<file path="src/rtl/evr_time_of_day_transmitter_pkg.sv">
// Purpose: shared event codes, FSM state type and defaults for the time-of-day transmitter.
// Latency: n/a (declarations only).
// Backpressure: n/a.
package evr_tod_pkg;

  localparam logic [7:0] EVT_IDLE      = 8'h00;
  localparam logic [7:0] EVT_TOD_0     = 8'h70;
  localparam logic [7:0] EVT_TOD_1     = 8'h71;
  localparam logic [7:0] EVT_TOD_LATCH = 8'h7d;

  localparam int TOD_NUM_BITS = 32;

  typedef enum logic [2:0] {
    ST_IDLE  = 3'd0,
    ST_SHIFT = 3'd1,
    ST_GAP   = 3'd2,
    ST_ARMED = 3'd3,
    ST_LATCH = 3'd4
  } tod_state_e;

  // Codes owned by this block; upstream must never emit them.
  function automatic logic is_reserved(input logic [7:0] code);
    return (code == EVT_TOD_0) || (code == EVT_TOD_1) || (code == EVT_TOD_LATCH);
  endfunction

endpackage

</file>
<file path="src/rtl/evr_time_of_day_transmitter_if.sv">
// Purpose: bundles the seconds/PPS/event-stream signals of the time-of-day transmitter.
// Latency: n/a (wires only).
// Backpressure: none; the event stream is a free-running one-code-per-cycle bus.
// Ports: seconds_in/seconds_load (new seconds), pps_in, event_in (upstream),
//        error_clear, event_out (merged stream), busy, overrun, collision.
interface evr_time_of_day_transmitter_if #(
  parameter int NUM_BITS = 32
);
  logic [NUM_BITS-1:0] seconds_in;
  logic                seconds_load;
  logic                pps_in;
  logic [7:0]          event_in;
  logic                error_clear;
  logic [7:0]          event_out;
  logic                busy;
  logic                overrun;
  logic                collision;

  modport master (
    output seconds_in, seconds_load, pps_in, event_in, error_clear,
    input  event_out, busy, overrun, collision
  );

  modport slave (
    input  seconds_in, seconds_load, pps_in, event_in, error_clear,
    output event_out, busy, overrun, collision
  );
endinterface

</file>
<file path="src/rtl/evr_time_of_day_transmitter.sv">
// Purpose: serialises a seconds value MSB-first as 0x70/0x71 events into free slots, then 0x7d on PPS.
// Latency: event_out is registered, 1 cycle after event_in.
// Backpressure: none; pending bits wait for a free (0x00) upstream slot, the latch code never waits.
// Ports: clk, rst_n (synchronous, active-low), bus (slave modport of evr_time_of_day_transmitter_if).
// Build option: TOD_AUTO_INC_EN -> after each latch the shadow auto-increments and the next
//               transfer starts at once; a load while busy queues the value for the next second.
module evr_time_of_day_transmitter
  import evr_tod_pkg::*;
#(
  parameter int GAP_CYCLES = 4,
  parameter int NUM_BITS   = TOD_NUM_BITS
) (
  input logic                          clk,
  input logic                          rst_n,
  evr_time_of_day_transmitter_if.slave bus
);

  localparam int                IDX_W    = (NUM_BITS > 1) ? $clog2(NUM_BITS) : 1;
  localparam logic [IDX_W-1:0]  IDX_MAX  = IDX_W'(NUM_BITS - 1);
  localparam logic [7:0]        GAP_INIT = 8'(GAP_CYCLES);

  tod_state_e          state_q, state_d;
  logic [NUM_BITS-1:0] shadow_q, shadow_d;
  logic [IDX_W-1:0]    idx_q, idx_d;
  logic [7:0]          gap_q, gap_d;
  logic [7:0]          evt_q, evt_d;
  logic                busy_q, busy_d;
  logic                overrun_q, overrun_d;
  logic                collision_q, collision_d;
  logic                ovr_set, col_set, latch_req;
`ifdef TOD_AUTO_INC_EN
  logic [NUM_BITS-1:0] pend_q, pend_d;
  logic                pend_vld_q, pend_vld_d;
`endif

  always_comb begin
    state_d   = state_q;
    shadow_d  = shadow_q;
    idx_d     = idx_q;
    gap_d     = gap_q;
    busy_d    = busy_q;
    evt_d     = bus.event_in;
    ovr_set   = 1'b0;
    col_set   = 1'b0;
    latch_req = 1'b0;
`ifdef TOD_AUTO_INC_EN
    pend_d     = pend_q;
    pend_vld_d = pend_vld_q;
`endif

    // Upstream must not forge our codes; blank the slot and flag it.
    if (is_reserved(bus.event_in)) begin
      evt_d   = EVT_IDLE;
      col_set = 1'b1;
    end

    case (state_q)
      ST_IDLE: begin
        if (bus.seconds_load) begin
          shadow_d = bus.seconds_in;
          idx_d    = IDX_MAX;
          busy_d   = 1'b1;
          state_d  = ST_SHIFT;
        end
      end
      ST_SHIFT: begin
        if (bus.pps_in) begin
          latch_req = 1'b1;
          ovr_set   = 1'b1;
        end else if (bus.event_in == EVT_IDLE) begin
          evt_d = shadow_q[idx_q] ? EVT_TOD_1 : EVT_TOD_0;
          if (idx_q == '0) begin
            state_d = ST_ARMED;
          end else begin
            idx_d   = idx_q - 1'b1;
            gap_d   = GAP_INIT;
            state_d = ST_GAP;
          end
        end
      end
      ST_GAP: begin
        if (bus.pps_in) begin
          latch_req = 1'b1;
          ovr_set   = 1'b1;
        end else begin
          // Leave as the count reaches zero so GAP_CYCLES idle slots separate bits.
          gap_d = (gap_q == 8'd0) ? 8'd0 : gap_q - 8'd1;
          if (gap_d == 8'd0) state_d = ST_SHIFT;
        end
      end
      ST_ARMED: begin
        if (bus.pps_in) latch_req = 1'b1;
      end
      ST_LATCH: begin
`ifdef TOD_AUTO_INC_EN
        shadow_d   = pend_vld_q ? pend_q : shadow_q + NUM_BITS'(1);
        pend_vld_d = 1'b0;
        if (bus.seconds_load) shadow_d = bus.seconds_in;
        idx_d      = IDX_MAX;
        busy_d     = 1'b1;
        state_d    = ST_SHIFT;
`else
        // 0x7d is already on the wire; this cycle behaves like IDLE.
        state_d = ST_IDLE;
        if (bus.seconds_load) begin
          shadow_d = bus.seconds_in;
          idx_d    = IDX_MAX;
          busy_d   = 1'b1;
          state_d  = ST_SHIFT;
        end
`endif
      end
      default: state_d = ST_IDLE;
    endcase

`ifdef TOD_AUTO_INC_EN
    if (bus.seconds_load && busy_q && (state_q != ST_LATCH)) begin
      pend_d     = bus.seconds_in;
      pend_vld_d = 1'b1;
    end
`endif

    // The time base wins the slot: any upstream code in it is lost.
    if (latch_req) begin
      evt_d   = EVT_TOD_LATCH;
      col_set = (bus.event_in != EVT_IDLE);
      state_d = ST_LATCH;
`ifdef TOD_AUTO_INC_EN
      busy_d  = 1'b1;
`else
      busy_d  = 1'b0;
`endif
    end

    overrun_d   = ovr_set ? 1'b1 : (bus.error_clear ? 1'b0 : overrun_q);
    collision_d = col_set ? 1'b1 : (bus.error_clear ? 1'b0 : collision_q);
  end

  always_ff @(posedge clk) begin
    if (!rst_n) begin
      state_q     <= ST_IDLE;
      shadow_q    <= '0;
      idx_q       <= '0;
      gap_q       <= 8'd0;
      evt_q       <= EVT_IDLE;
      busy_q      <= 1'b0;
      overrun_q   <= 1'b0;
      collision_q <= 1'b0;
`ifdef TOD_AUTO_INC_EN
      pend_q      <= '0;
      pend_vld_q  <= 1'b0;
`endif
    end else begin
      state_q     <= state_d;
      shadow_q    <= shadow_d;
      idx_q       <= idx_d;
      gap_q       <= gap_d;
      evt_q       <= evt_d;
      busy_q      <= busy_d;
      overrun_q   <= overrun_d;
      collision_q <= collision_d;
`ifdef TOD_AUTO_INC_EN
      pend_q      <= pend_d;
      pend_vld_q  <= pend_vld_d;
`endif
    end
  end

  assign bus.event_out = evt_q;
  assign bus.busy      = busy_q;
  assign bus.overrun   = overrun_q;
  assign bus.collision = collision_q;

endmodule

</file>
<file path="src/flat_wrapper.sv">
// flat-port wrapper written by rule: the top's interface ports become plain ports
module evr_time_of_day_transmitter_flat import evr_tod_pkg::*;
#(
  parameter int GAP_CYCLES = 4,
  parameter int NUM_BITS   = TOD_NUM_BITS
)
  (clk, rst_n, bus_seconds_in, bus_seconds_load, bus_pps_in, bus_event_in, bus_error_clear, bus_event_out, bus_busy, bus_overrun, bus_collision);
  evr_time_of_day_transmitter_if #(.NUM_BITS(NUM_BITS)) bus_i ();
  input logic clk;
  input logic rst_n;
  input wire logic [$bits(bus_i.seconds_in)-1:0] bus_seconds_in;
  input wire logic [$bits(bus_i.seconds_load)-1:0] bus_seconds_load;
  input wire logic [$bits(bus_i.pps_in)-1:0] bus_pps_in;
  input wire logic [$bits(bus_i.event_in)-1:0] bus_event_in;
  input wire logic [$bits(bus_i.error_clear)-1:0] bus_error_clear;
  output wire logic [$bits(bus_i.event_out)-1:0] bus_event_out;
  output wire logic [$bits(bus_i.busy)-1:0] bus_busy;
  output wire logic [$bits(bus_i.overrun)-1:0] bus_overrun;
  output wire logic [$bits(bus_i.collision)-1:0] bus_collision;
  assign bus_i.seconds_in = bus_seconds_in;
  assign bus_i.seconds_load = bus_seconds_load;
  assign bus_i.pps_in = bus_pps_in;
  assign bus_i.event_in = bus_event_in;
  assign bus_i.error_clear = bus_error_clear;
  assign bus_event_out = bus_i.event_out;
  assign bus_busy = bus_i.busy;
  assign bus_overrun = bus_i.overrun;
  assign bus_collision = bus_i.collision;
  evr_time_of_day_transmitter #(.GAP_CYCLES(GAP_CYCLES), .NUM_BITS(NUM_BITS)) u_core (.clk(clk), .rst_n(rst_n), .bus(bus_i));
endmodule
</file>
<file path="config.mk">
export PLATFORM = sky130hd
export DESIGN_NAME = evr_time_of_day_transmitter_flat
export DESIGN_NICKNAME = d
export VERILOG_FILES = /design/src/rtl/evr_time_of_day_transmitter_pkg.sv /design/src/rtl/evr_time_of_day_transmitter_if.sv /design/src/rtl/evr_time_of_day_transmitter.sv /design/src/flat_wrapper.sv
export SDC_FILE = /design/constraint.sdc
export NUM_CORES = 1
export LEC_CHECK = 0
export CAP_MARGIN = 20
export CORE_MARGIN = 2
export CORE_UTILIZATION = 35
export DETAILED_ROUTE_END_ITERATION = 7
export GPL_TIMING_DRIVEN = 0
export SKIP_LAST_GASP = 1
export SLEW_MARGIN = 40
export SYNTH_ARGS = -nofsm -noshare
export SYNTH_HDL_FRONTEND = slang
export SYNTH_SLANG_ARGS = --single-unit
</file>
<file path="constraint.sdc">
create_clock -name clk -period 2.4 [get_ports clk]
set_input_delay 0.48 -clock clk [delete_from_list [all_inputs] [get_ports clk]]
set_output_delay 0.48 -clock clk [all_outputs]
set_load 0.01 [all_outputs]
</file>
# --- Yosys cells after proc, flatten, opt, wreduce, memory -nomap -nowiden ---
# Index checks and enable logic that the tools add are counted.
op_classes:
  n_addsub: 2
  n_lt_le_gt_ge: 1
  eq_ne: 20
  mux: 36
  n_bitwise: 2
  reduce_logical: 21
op_table:
  columns: ["cell", "count"]
  rows:
  - ["two-way mux 8 bit", 9]
  - ["== test 8 x 7 -> 1 bit, second input constant", 3]
  - ["zero test 8 bit", 3]
  - ["two-way mux 5 bit", 4]
  - ["two-way mux 3 bit", 6]
  - ["case mux 8 bit (2 select lines)", 1]
  - ["case mux 3 bit (5 select lines)", 1]
  - ["two-way mux 1 bit", 12]
  - ["AND reduction 6 bit", 2]
  - ["case mux 5 bit (2 select lines)", 1]
  - ["AND reduction 5 bit", 2]
  - ["inequality test 3 x 2 -> 1 bit, second input constant", 3]
  - ["inequality test 2 x 1 -> 1 bit, second input constant", 4]
  - ["inequality test 2 bit, second input constant", 4]
  - ["nonzero test 2 bit", 4]
  - ["nonzero test 8 bit", 1]
  - ["subtractor 8 x 1 -> 8 bit, second input constant", 1]
  - ["two-way mux 7 bit", 1]
  - ["== test 3 x 2 -> 1 bit, second input constant", 2]
  - ["< comparator 5 x 6 -> 1 bit, second input constant", 1]
  - ["inequality test 3 x 1 -> 1 bit, second input constant", 2]
  - ["OR reduction 2 bit", 3]
  - ["binary-select mux 1 bit (select 5 bit)", 1]
  - ["zero test 5 bit", 1]
  - ["other kinds (8)", 10]
word_totals:
  register_bits: 59
  in_bits: 45
  output_inout_bits: 11
  elab_cells: 92

# --- Longest topological paths before layout ---
logic_depth:
  word_depth: 8
  depth_mapped: 8
  depth_no_buf: 7

# --- Worst setup path after synthesis ---
# No wires, ideal clock.
synth_timing:
  path_kind: "register to register"
  from: "register u_core.gap_q[0]"
  to: "register u_core.state_q[0]"
  setup_ps: 70
  t_arrival_ps: 1902
  slack_ps: 428
  stages_incl_launch_ff: 8
  period_less_slack_ps: 1972
  cell_sequence: "dfxtp_1 inv_1 ha_1 clkbuf_1 o41ai_1 a21boi_0 or4_1 a21oi_1"
synth_between:
  elab_chain_cells: 5
  word_cells_on_any_way: 6
  cone_classes: "1 x add/sub; 1 x eq/ne; 1 x mux; 3 x reduce/logical"
synth_lines:
  columns: ["element", "line", "source"]
  rows:
  - ["from (decl)", "evr_time_of_day_transmitter.sv:25", "logic [7:0] gap_q, gap_d;"]
  - ["from (signal assigned)", "evr_time_of_day_transmitter.sv:157", "gap_q <= gap_d;"]
  - ["subtractor 8 x 1 -> 8 bit / zero test 8 bit (equally long branches)", "evr_time_of_day_transmitter.sv:87", "gap_d = (gap_q == 8'd0) ? 8'd0 : gap_q - 8'd1;"]
  - ["two-way mux 8 bit *", "evr_time_of_day_transmitter.sv:87", null]
  - ["zero test 8 bit *", "evr_time_of_day_transmitter.sv:88", "if (gap_d == 8'd0) state_d = ST_SHIFT;"]
  - ["inequality test 2 x 1 -> 1 bit (no source line) *", null, null]
  - ["AND reduction 6 bit (no source line) *", null, null]
  - ["to (signal assigned)", "evr_time_of_day_transmitter.sv:154", "state_q <= state_d;"]
  - ["to (decl)", "evr_time_of_day_transmitter.sv:22", "tod_state_e state_q, state_d;"]
# Mark *: on every way between the ends. The rest lies on a longest branch, timed or not.
# A chain may end at the register's enable or synchronous reset.

# --- Final worst setup path ---
layout_timing:
  from: "register u_core.gap_q[1]"
  to: "register u_core.state_q[0]"
# Same word-level chain as after synthesis.

==> results.cfg <==
[setup_path]
worstSetupEndpointType = flip-flop
path_max_fanout = 9
cp.required_ns = 2.66
reg2reg_slack_ns = 0.15
crit_arrival_ns = 2.52
crit_path_start_kind = flip-flop
criticalPathCategory = flip-flop to flip-flop

[status]
status = completed

[sta]
worstMarginPinSlew_ns = 0.541
clock.fmax_ghz = 0.443
period_minus_slack_ns = 2.25
grt_setup_unrepaired = no
slew_viol_final = 0
setup_viol = 0
finalHoldViolations = 0
finClkSkew_ns = 0.00700
finalCritPeriodShare_pct = 94.0
setup_ws_ns = 0.145
relSlewSlack_pct = 63.9

[cells_and_area]
drive_gt1_share_pct = 9.29
num_antenna_cells = 0
syn2layout_area_growth_pct = 30.4
mostFrequentLayoutCells = nand2_1, dfxtp_1, clkdlybuf4s50_1
fillers = 827
final_util_pct = 46.9
nets = 452
final_common_cell = nand2_1

[clock_tree]
postCtsSetupRepairBufs = 0
hold_buffers = 0
clockBufferDepth = 2
cts-root-buf = clkbuf_8
clkTransAtPathRegs_ns = 0.07
cts_buffers = 9
clock_latency_ns = 0.34
htreeDepth = 3
cts_tree = done
clock-sinks = 59

[detailed_routing]
routed_wl_mm = 6.90
wl_per_cell_um = 13.4
via_count = 2570
drc_errors = 0
viasPerCell = 5.00
firstDrtPassIters = 4
antenna_left = 0
drtIter0Drc = 99

[power]
cellPowerDensity_nw_per_um2 = 638
ir_drop_mv = 0.261
p_leak_nw = 1.43

[placed_design]
hpwl_mm = 5.07
dp_slack_ns = -0.169
portBuffers = 54
gp_congestion = 0.781

[flow_run]
drv_cap = 0

[die]
io_pins = 56
rows = 33
die-area_um2 = 9190
core_um2 = 8220
initial_core_util_pct = 35.9
die_h_um = 95.9
fp.dieW_um = 95.9

[synthesis]
synth-seq-cells = 59
async_flop_share_pct = 0
synth_top_area_share_pct = 40.0
yosys_warnings = 0
synth_edf_count = 0
synth_cells = 339
synthDistinctLibCells = 54
seq_area_frac_synth_pct = 40.0
syn_avg_cell_area_um2 = 8.71
synthTopCellsByArea = dfxtp_1, nand2_1, a21boi_0, mux4_1, mux4_2
synth_area_um2 = 2950
syn_nets = 387
yosysTopAreaCell = dfxtp_1
synth-main-ff-cell = dfxtp_1

[global_route]
gr-total-overflow = 0
grt_pass1_wl_mm = 11.2
grt_pass1_vias = 2429
grt.total_usage_pct = 15.9
antenna_found_initial = 0
grt_max_degree = 11

[worst_hold_path]
hold_path.class = flip-flop to flip-flop
[flip-flops by register name, indices dropped and copies added, names as in the netlist]
register / count
u_core.idx_q: 5
u_core.shadow_q: 32
u_core.state_q: 3
u_core.bus.busy: 1
u_core.bus.overrun: 1
u_core.bus.collision: 1
u_core.bus.event_out: 8
u_core.gap_q: 8
[report_power, final]
part           switching [mW]  internal, mW
clock network           0.385         0.534
registers              0.0394          1.05
logic                   0.214         0.235
total                   0.639          1.82
[logic make-up after synthesis]
logic type	count (synthesis)	share of synthesized area (%)
simple gates	151	25.6
compound gates	85	20.5
flops	59	40.0
buf+inv	29	4.03
mux	12	8.69
fa+ha+maj	3	1.27
[worst paths after layout]
kind / startpoint / end / cells after the start
setup / recovery: u_core.gap_q[1] / u_core.state_q[0] / 7
hold / removal: u_core.shadow_q[12] / u_core.shadow_q[12] / 2
setup reg to reg: u_core.gap_q[1] / u_core.state_q[0] / 7
hold reg to reg: u_core.shadow_q[12] / u_core.shadow_q[12] / 2
[through the flow]
step | power (mW) | hold slack (ns) | setup TNS (ns) | instances | cell area (µm²)
detailed placement | 1.56 | 0.456 | -1.60 | 498 | 3620
global route | 2.58 | 0.491 | 0 | 514 | 3850
finish | 2.46 | 0.461 | 0 | 514 | 3850
CTS | 2.49 | 0.466 | 0 | 514 | 3830
floorplan | 1.37 | 0.439 | 0 | 339 | 2950
global placement | 1.55 | 0.446 | -1.44 | 498 | 3620
[what timing repair did]
| action | in CTS | in global routing |
|---|---|---|
| setup endpoints to repair | 0 | 2 |
| gates resized for setup | 0 | 2 |
| endpoints found under the hold margin | 0 | 0 |
[cell usage after synthesis (2+ instances only)]
library cell  count
and2_1            6
o31a_1            2
and3_1            2
a21oi_1          12
nand3b_1          4
or4_1             2
o211ai_1          3
inv_1             8
buf_2             2
mux2i_1           2
nor2_1           11
nand4_1           2
mux4_1            6
nor4b_1           3
nand3_1           6
o211a_1           2
o21a_1            3
o21ai_0          10
nand2b_1          5
nor3_2            2
a21boi_0         39
o31ai_1           2
a41oi_1           2
nor3_1            7
nor2_2            2
dfxtp_1          59
nand2_1          84
or4_4             2
or2_2             2
mux4_2            3
ha_1              3
clkbuf_1         16
nor2b_1           4
[critical path, cell delays in order (launching register included)]
cell      delay, ns
dfxtp_1        0.42
inv_1          0.09
ha_1           0.18
clkbuf_1       0.21
o41ai_1        0.40
a21boi_0       0.18
or4_1          0.54
a21oi_1        0.17
[routing by layer]
metal | GRT usage (%) | up-vias | wire (µm) | share of wire (%)
met5 | 0 | - | 0 | 0
met4 | 5.71 | 0 | 98 | 1.4
met2 | 27.2 | 54 | 3280 | 48
met1 | 19.5 | 1175 | 3280 | 48
li1 | - | 1333 | - | -
met3 | 3.60 | 8 | 239 | 3.5
[area by class of cell]
class | instances | area (µm²) | share of cell area (%)
buffer | 20 | 85.1 | 2.21
clock buffer | 12 | 155 | 4.03
clock inverter | 4 | 48.8 | 1.27
inverter | 9 | 33.8 | 0.877
multi-input combinational | 251 | 1670 | 43.5
sequential | 59 | 1180 | 30.7
tap | 105 | 131 | 3.41
timing repair buffer | 54 | 541 | 14.0
(Power assumes the default switching activity.)
